==> src/rtl/pipeline_ctrl_pkg.sv <==
// Shared encodings for pipeline_ctrl: decode exception bit indices, FSM states, trap causes.
// Pure definitions, no timing; includes the lowest-set-bit cause priority helper.
package pipeline_ctrl_pkg;

  localparam int ILLEGAL         = 0;
  localparam int ECALL           = 1;
  localparam int EBREAK          = 2;
  localparam int MRET            = 3;
  localparam int EXCEPTION_WIDTH = 4;

  typedef enum logic [2:0] {
    PC_RUN      = 3'd0,
    PC_MEM_WAIT = 3'd1,
    PC_DRAIN    = 3'd2,
    PC_TRAP     = 3'd3,
    PC_HALT     = 3'd4
  } pc_state_e;

  typedef enum logic [1:0] {
    CAUSE_ILLEGAL = 2'd0,
    CAUSE_ECALL   = 2'd1,
    CAUSE_EBREAK  = 2'd2,
    CAUSE_MRET    = 2'd3
  } cause_e;

  function automatic cause_e exc_to_cause(input logic [EXCEPTION_WIDTH-1:0] exc);
    if (exc[ILLEGAL])     return CAUSE_ILLEGAL;
    else if (exc[ECALL])  return CAUSE_ECALL;
    else if (exc[EBREAK]) return CAUSE_EBREAK;
    else                  return CAUSE_MRET;
  endfunction

endpackage

==> src/rtl/pipe_perf_cnt.sv <==
// Three free-running 32-bit wrapping event counters (stall cycles, redirects, trap entries).
// Counts on the edge after the event; no backpressure, counters never saturate.
module pipe_perf_cnt (
  input  logic        p_clk,
  input  logic        p_rst,
  input  logic        stall_evt,
  input  logic        flush_evt,
  input  logic        trap_evt,
  output logic [31:0] perf_stall,
  output logic [31:0] perf_flush,
  output logic [31:0] perf_trap
);

  always_ff @(posedge p_clk) begin
    if (p_rst) begin
      perf_stall <= '0;
      perf_flush <= '0;
      perf_trap  <= '0;
    end else begin
      if (stall_evt) perf_stall <= perf_stall + 32'd1;
      if (flush_evt) perf_flush <= perf_flush + 32'd1;
      if (trap_evt)  perf_trap  <= perf_trap + 32'd1;
    end
  end

endmodule

==> src/rtl/pipeline_ctrl.sv <==
// Hazard/trap sequencer for the 5-stage pipeline; stall/flush/redirect are same-cycle (Mealy), mepc/cause/halted registered.
// mem_busy stalls every stage and freezes trap sequencing; PIPE_CTRL_PERF_EN adds performance counters.
module pipeline_ctrl
  import pipeline_ctrl_pkg::*;
#(
  parameter int                 AWIDTH       = 5,
  parameter int                 PC_WIDTH     = 32,
  parameter logic [PC_WIDTH-1:0] TRAP_VECTOR = 32'h0000_0100,
  parameter int                 DRAIN_CYCLES = 3
) (
  input  logic                       p_clk,
  input  logic                       p_rst,
  input  logic                       p_i_dec_ce,
  input  logic [AWIDTH-1:0]          p_i_dec_rs1,
  input  logic [AWIDTH-1:0]          p_i_dec_rs2,
  input  logic [EXCEPTION_WIDTH-1:0] p_i_dec_exception,
  input  logic [PC_WIDTH-1:0]        p_i_dec_pc,
  input  logic                       p_i_ex_ce,
  input  logic                       p_i_ex_load,
  input  logic [AWIDTH-1:0]          p_i_ex_rd,
  input  logic                       p_i_ex_redirect,
  input  logic [PC_WIDTH-1:0]        p_i_ex_target,
  input  logic                       p_i_mem_busy,
  input  logic                       p_i_resume,
  output logic                       p_o_stall_fetch,
  output logic                       p_o_stall_decode,
  output logic                       p_o_stall_execute,
  output logic                       p_o_flush_decode,
  output logic                       p_o_flush_execute,
  output logic                       p_o_redirect,
  output logic [PC_WIDTH-1:0]        p_o_redirect_pc,
  output logic [PC_WIDTH-1:0]        p_o_mepc,
  output logic [1:0]                 p_o_cause,
  output logic                       p_o_halted
`ifdef PIPE_CTRL_PERF_EN
  ,
  output logic [31:0]                p_o_perf_stall,
  output logic [31:0]                p_o_perf_flush,
  output logic [31:0]                p_o_perf_trap
`endif
);

  pc_state_e           state_q, state_d;
  logic [3:0]          cnt_q, cnt_d;
  logic [PC_WIDTH-1:0] mepc_q, mepc_d;
  cause_e              cause_q, cause_d;
  logic                redirect_q;

  logic                stall_f, stall_d, stall_e, flush_d, flush_e, redir;
  logic [PC_WIDTH-1:0] redir_pc;
  logic                load_use, ex_redir;

  assign load_use = p_i_ex_ce & p_i_ex_load & p_i_dec_ce & (p_i_ex_rd != '0) &
                    ((p_i_ex_rd == p_i_dec_rs1) | (p_i_ex_rd == p_i_dec_rs2));
  // The slot after any redirect holds a flushed instruction, so its redirect is stale.
  assign ex_redir = p_i_ex_redirect & ~redirect_q;

  always_comb begin
    state_d  = state_q;
    cnt_d    = cnt_q;
    mepc_d   = mepc_q;
    cause_d  = cause_q;
    stall_f  = 1'b0;
    stall_d  = 1'b0;
    stall_e  = 1'b0;
    flush_d  = 1'b0;
    flush_e  = 1'b0;
    redir    = 1'b0;
    redir_pc = '0;

    case (state_q)
      PC_RUN, PC_MEM_WAIT: begin
        if (p_i_mem_busy) begin
          state_d = PC_MEM_WAIT;
          stall_f = 1'b1;
          stall_d = 1'b1;
          stall_e = 1'b1;
        end else begin
          state_d = PC_RUN;
          if (ex_redir) begin
            flush_d  = 1'b1;
            redir    = 1'b1;
            redir_pc = p_i_ex_target;
          end else if (p_i_dec_ce && (p_i_dec_exception != '0)) begin
            mepc_d  = p_i_dec_pc;
            cause_d = exc_to_cause(p_i_dec_exception);
            cnt_d   = 4'(DRAIN_CYCLES);
            state_d = (DRAIN_CYCLES <= 1) ? PC_TRAP : PC_DRAIN;
          end else if (load_use) begin
            stall_f = 1'b1;
            stall_d = 1'b1;
            flush_e = 1'b1;
          end
        end
      end
      PC_DRAIN: begin
        stall_f = 1'b1;
        flush_d = 1'b1;
        if (p_i_mem_busy) begin
          stall_d = 1'b1;
          stall_e = 1'b1;
        end else begin
          cnt_d = cnt_q - 4'd1;
          if (cnt_q <= 4'd2) state_d = PC_TRAP;
        end
      end
      PC_TRAP: begin
        case (cause_q)
          CAUSE_EBREAK: state_d = PC_HALT;
          CAUSE_MRET: begin
            redir    = 1'b1;
            redir_pc = mepc_q + PC_WIDTH'(4);
            state_d  = PC_RUN;
          end
          default: begin
            redir    = 1'b1;
            redir_pc = TRAP_VECTOR;
            state_d  = PC_RUN;
          end
        endcase
      end
      PC_HALT: begin
        stall_f = 1'b1;
        stall_d = 1'b1;
        stall_e = p_i_mem_busy;
        flush_d = 1'b1;
        if (p_i_resume) begin
          redir    = 1'b1;
          redir_pc = mepc_q + PC_WIDTH'(4);
          state_d  = PC_RUN;
        end
      end
      default: state_d = PC_RUN;
    endcase

    if (p_rst) begin
      stall_f  = 1'b0;
      stall_d  = 1'b0;
      stall_e  = 1'b0;
      flush_d  = 1'b0;
      flush_e  = 1'b0;
      redir    = 1'b0;
      redir_pc = '0;
    end
  end

  always_ff @(posedge p_clk) begin
    if (p_rst) begin
      state_q    <= PC_RUN;
      cnt_q      <= '0;
      mepc_q     <= '0;
      cause_q    <= CAUSE_ILLEGAL;
      redirect_q <= 1'b0;
    end else begin
      state_q    <= state_d;
      cnt_q      <= cnt_d;
      mepc_q     <= mepc_d;
      cause_q    <= cause_d;
      redirect_q <= redir;
    end
  end

  assign p_o_stall_fetch   = stall_f;
  assign p_o_stall_decode  = stall_d;
  assign p_o_stall_execute = stall_e;
  assign p_o_flush_decode  = flush_d;
  assign p_o_flush_execute = flush_e;
  assign p_o_redirect      = redir;
  assign p_o_redirect_pc   = redir_pc;
  assign p_o_mepc          = mepc_q;
  assign p_o_cause         = cause_q;
  assign p_o_halted        = (state_q == PC_HALT);

`ifdef PIPE_CTRL_PERF_EN
  pipe_perf_cnt u_perf (
    .p_clk      (p_clk),
    .p_rst      (p_rst),
    .stall_evt  (stall_f | stall_d | stall_e),
    .flush_evt  (redir),
    .trap_evt   (state_q == PC_TRAP),
    .perf_stall (p_o_perf_stall),
    .perf_flush (p_o_perf_flush),
    .perf_trap  (p_o_perf_trap)
  );
`else
  // Counters compiled out.
`endif

endmodule

==> config.mk <==
export PLATFORM = sky130hd
export DESIGN_NAME = pipeline_ctrl
export DESIGN_NICKNAME = d
export VERILOG_FILES = /design/src/rtl/pipeline_ctrl_pkg.sv /design/src/rtl/pipe_perf_cnt.sv /design/src/rtl/pipeline_ctrl.sv
export SDC_FILE = /design/constraint.sdc
export NUM_CORES = 1
export LEC_CHECK = 0
export ABC_AREA = 1
export BUFFER_PORTS_ARGS = -buffer_cell sky130_fd_sc_hd__buf_2
export CORE_ASPECT_RATIO = 0.9
export CORE_MARGIN = 4
export CORE_UTILIZATION = 30
export CTS_BUF_LIST = sky130_fd_sc_hd__clkbuf_16
export DETAILED_ROUTE_END_ITERATION = 12
export PLACE_DENSITY = 0.6
export SKIP_LAST_GASP = 1
export SLEW_MARGIN = 30
export SYNTH_ARGS = -nofsm -noshare
export SYNTH_HDL_FRONTEND = slang
export SYNTH_SLANG_ARGS = --single-unit
==> constraint.sdc <==
create_clock -name p_clk -period 2.3 [get_ports p_clk]
set_input_delay 0.115 -clock p_clk [delete_from_list [all_inputs] [get_ports p_clk]]
set_output_delay 0.115 -clock p_clk [all_outputs]
set_load 0.005 [all_outputs]
==> impl_summary.log <==
INFO  metric status = completed
INFO  metric placed_instance_area = 4108 sq um
INFO  metric use_met3 = 0.03272
INFO  metric grt_antenna_before_repair = 0
INFO  metric synth-compound-area-share = 0.1787
INFO  metric finalClockSkew = about 4.7 ps
INFO  metric grt_most_used_layer = met2
INFO  metric period_minus_slack = approximately 2100 ps
INFO  metric ys_top_cells_by_count = nand2_1 (137), nor2_1 (111), inv_1 (59), nand3_1 (50), a21oi_1 (43)
INFO  metric postSynth.asyncResetShare = 0
INFO  metric grt_overflow_total = 0
INFO  metric rows = 35
INFO  metric synthDominantAreaCellType = dfxtp_1
INFO  metric layout_setup_ws = 160.8 ps
INFO  metric grt_first_pass_wirelength = between 15 and 20 mm
INFO  metric finalMaxSlewViolations = 0
INFO  metric adder_cell_area_share_of_the_yosys_netlist = 0.01181
INFO  metric core_area = 10290 sq um
INFO  metric ir_worst_vdd = 297.9 uV
INFO  metric rr_endpoint = cnt_q[0]
INFO  metric drive_gt1_frac = 0.2717
INFO  metric final_cells = 843
INFO  metric finalSetupTns = 0 ps
INFO  metric r2r-start = state_q[1]
INFO  metric r2r_setup_slack = 560 ps
INFO  metric finalHoldWorstSlack = 84.91 ps
INFO  metric timing.critical_path.fanout_max = 5
INFO  metric yosysUniqueCellTypes = 33
INFO  metric gp_congestion = 0.8786
INFO  metric worstHoldStart = p_i_dec_pc[6]
INFO  metric synth_flop_cell = dfxtp_1
INFO  metric num-nets-final = 807
INFO  metric detailedPlace.worstSlack = 498.9 ps
INFO  metric diodes = 0
INFO  metric post_cts.repair.setup_buffers = 0
INFO  metric met1_track_demand_over_resource = 0.2576
INFO  metric drt_first_iter_violations = 132
INFO  metric total_via_count_after_detailed_routing = 4086
INFO  metric die_width = 116.5 microns
INFO  metric synth_area_leaders = dfxtp_1 (26%), nand2_1 (16%), nor2_1 (13%)
INFO  metric mappedNetlistNets = 650
INFO  metric timing.critical_path.to_type = output pin
INFO  metric period_share = 0.9301
INFO  metric worst-setup-path-type = flip-flop to output pin
INFO  metric clock_tree.htree_level_count = 2
INFO  metric cp_data_arrival_time = ~2000 ps
INFO  metric cts.repair.resized = 0
INFO  metric drc = 0
INFO  metric crit_path_frequent_cell = nand2_1
INFO  metric max_cap_viol_count = 0
INFO  metric dr.pass1.iters = 7
INFO  metric cellLeakagePower = ~2.1 nW
INFO  metric critical_path_required = 2180 ps
INFO  metric detail-route-antenna-nets = 0
INFO  metric crit_start = p_o_mepc[3]
INFO  metric power.density = about 450 nW/um^2
INFO  metric area_delta_synth_final = 33.53%
INFO  metric min_delay_path_depth = 3
INFO  metric seq_area_frac_synth = 0.2645
INFO  metric worstSkewPairLatency = 280 ps
INFO  metric synth.cell_area = around 3200 sq um
INFO  metric synth_xor_area_frac = 0.01653
INFO  metric cts_num_sinks = 42
INFO  metric ys_seq_elements = between 40 and 50
INFO  metric grt_pass1_vias = 3729
INFO  metric synth_edf_count = 0
INFO  metric hold_violations = 0
INFO  metric worst_slew_pin_slew = slightly below 800 ps
INFO  metric layout.area.seq = between 800 and 900 sq um
INFO  metric combined_area_of_the_multi_input_logic_cells = 2008 sq um
INFO  metric family_with_the_most_delay_on_the_worst_path = simple AND/OR/NAND/NOR gates
INFO  metric synth.yosys.warnings = 0
INFO  metric placed_cells = about 840
INFO  metric clk_path_buf_depth = 2
INFO  metric synth_top_family_by_area = simple AND/OR/NAND/NOR gates
INFO  metric cp.buffers_inverters = 2
INFO  metric grt_start_max_net_pins = 50
INFO  metric worst_hold_path_type = input pin to flip-flop
INFO  metric reg2regPathDepth = 6
INFO  metric muxShareOfSynthArea = 0
INFO  metric die_y = 105.7 microns
INFO  metric gr-usage-met2 = 0.2937
INFO  metric maxClockFrequency = 467.5 MHz
INFO  metric setup_viol = 0
INFO  metric worst_hold_path.endpoint = p_o_mepc[6]
INFO  metric share_of_the_synthesized_area_in_the_top_cell_type = 0.2645
INFO  metric layout.cell_area.non_filler = 4245 sq um
INFO  metric final_routed_wire_length_divided_by_cell_count = 14.02 microns
INFO  metric place_hpwl = roughly 9.4 mm
INFO  metric timing.slew.headroom = 0.4779
INFO  metric global_route.usage.total = 0.1847
INFO  metric cts_tree = done
INFO  metric worst_setup_path_start_kind = flip-flop
INFO  metric final_wl = between 10 and 15 mm
INFO  metric slowest_delay = 400 ps
INFO  metric floorplan.io_pins = 164
INFO  metric post_drt_via_cell_ratio = 4.847
INFO  metric cp_slowest_cell = dfxtp_1
INFO  metric postSynthAreaPerCell = 5.718 sq um
INFO  metric floorplan.initialDensity = 0.3089
INFO  metric cell_by_cell_listing_of_the_critical_path = ha_1 -> nand2_2 -> nor2_1 -> nand2_1 -> inv_1 -> nand2_1 -> nand2_1 -> nand3_1 -> a21oi_1 -> buf_2
INFO  metric yosysMostFrequentCell = nand2_1
INFO  metric post_synth_inst_count = 556
INFO  metric design.die.area = 12310 sq um
INFO  metric cts-root-buf = clkbuf_16
INFO  metric port_buffer_count = 163
INFO  metric cts.clk_slew.worst_paths = 60 ps
INFO  metric holdBufCountCts = 0
INFO  metric rsz_0062_raised_after_global_routing = no
INFO  metric fill_cells = roughly 1100
INFO  metric post_synth_simple_gate_area = 0.4246
INFO  metric tritoncts.num_buffers = 5
state kept, by name (all words and copies together) (netlist names):
name,cells
cnt_q,4
p_o_cause,2
p_o_mepc,32
redirect_q,1
state_q,3
area by class of cell:
| class | count | area share |
|---|---|---|
| Multi-Input combinational cell | 434 | 0.4730 |
| Clock inverter | 3 | 0.002947 |
| Timing Repair Buffer | 171 | 0.2063 |
| Tap cell | 129 | 0.03802 |
| Inverter | 59 | 0.05217 |
| Sequential cell | 42 | 0.1981 |
| Clock buffer | 5 | 0.02947 |
per-layer routing:
metal | wire length [microns] | part of all wire
met4 | 144 | 0.012
met3 | 861 | 0.073
met5 | 0 | 0
met2 | 5325 | 0.45
met1 | 5490 | 0.46
through the flow:
stage	util	total power, mW
final	0.4125	1.906
after global routing	0.4125	2.006
after CTS	0.4125	1.928
after detailed placement	0.3991	1.235
after global placement	0.3991	1.228
after floorplan	-	1.036
worst max path at each step:
stage,to,slack [ps],cells after the start
finish,p_o_redirect_pc[26],160,10
global route,p_o_redirect_pc[12],10,9
CTS,p_o_redirect_pc[22],180,10
detailed placement,p_o_redirect_pc[22],500,10
global placement,p_o_redirect_pc[26],560,10
floorplan,p_o_redirect_pc[22],780,9
worst reg2reg max path, stage by stage (launching register included):
cell     delay (ps)
dfxtp_1         450
nor2_4           90
nand4_1         120
buf_4           410
o21ai_1         300
o21ai_0         210
a21oi_1          50
kinds of logic (layout without fill, tap and decap cells):
| kind of cell | count (synthesis) | count (layout) |
|---|---|---|
| AND/OR/NAND/NOR | 322 | 322 |
| AO/OA/AOI/OAI | 103 | 103 |
| buffers and inverters | 80 | 238 |
| flip-flops | 42 | 42 |
| XOR/XNOR | 6 | 6 |
| adder cells (fa/ha/maj) | 3 | 3 |
cells in the final DEF (no fill, tap or decap), types with 3 or more instances in the layout:
cell / netlist / routed
nand3_1: 50 / 50
nand2_1: 137 / 137
buf_4: 1 / 8
dfxtp_1: 42 / 42
a21oi_1: 43 / 43
o21bai_1: 3 / 3
a22oi_1: 7 / 7
nand3_2: 3 / 3
clkbuf_16: 0 / 5
buf_2: 8 / 163
nand4_1: 4 / 4
o21ai_0: 38 / 38
nor3_1: 4 / 4
inv_1: 59 / 60
ha_1: 3 / 3
nor2_1: 111 / 111
o21ai_1: 3 / 3
or2_2: 6 / 6
xor2_1: 4 / 4
power breakdown:
group,internal [mW],switching [mW],total [mW]
combinational,0.177,0.208,0.385
clock,0.393,0.295,0.688
sequential,0.772,0.0623,0.834
total,1.34,0.565,1.91
No activity file was read; power rests on OpenSTA's default activity.
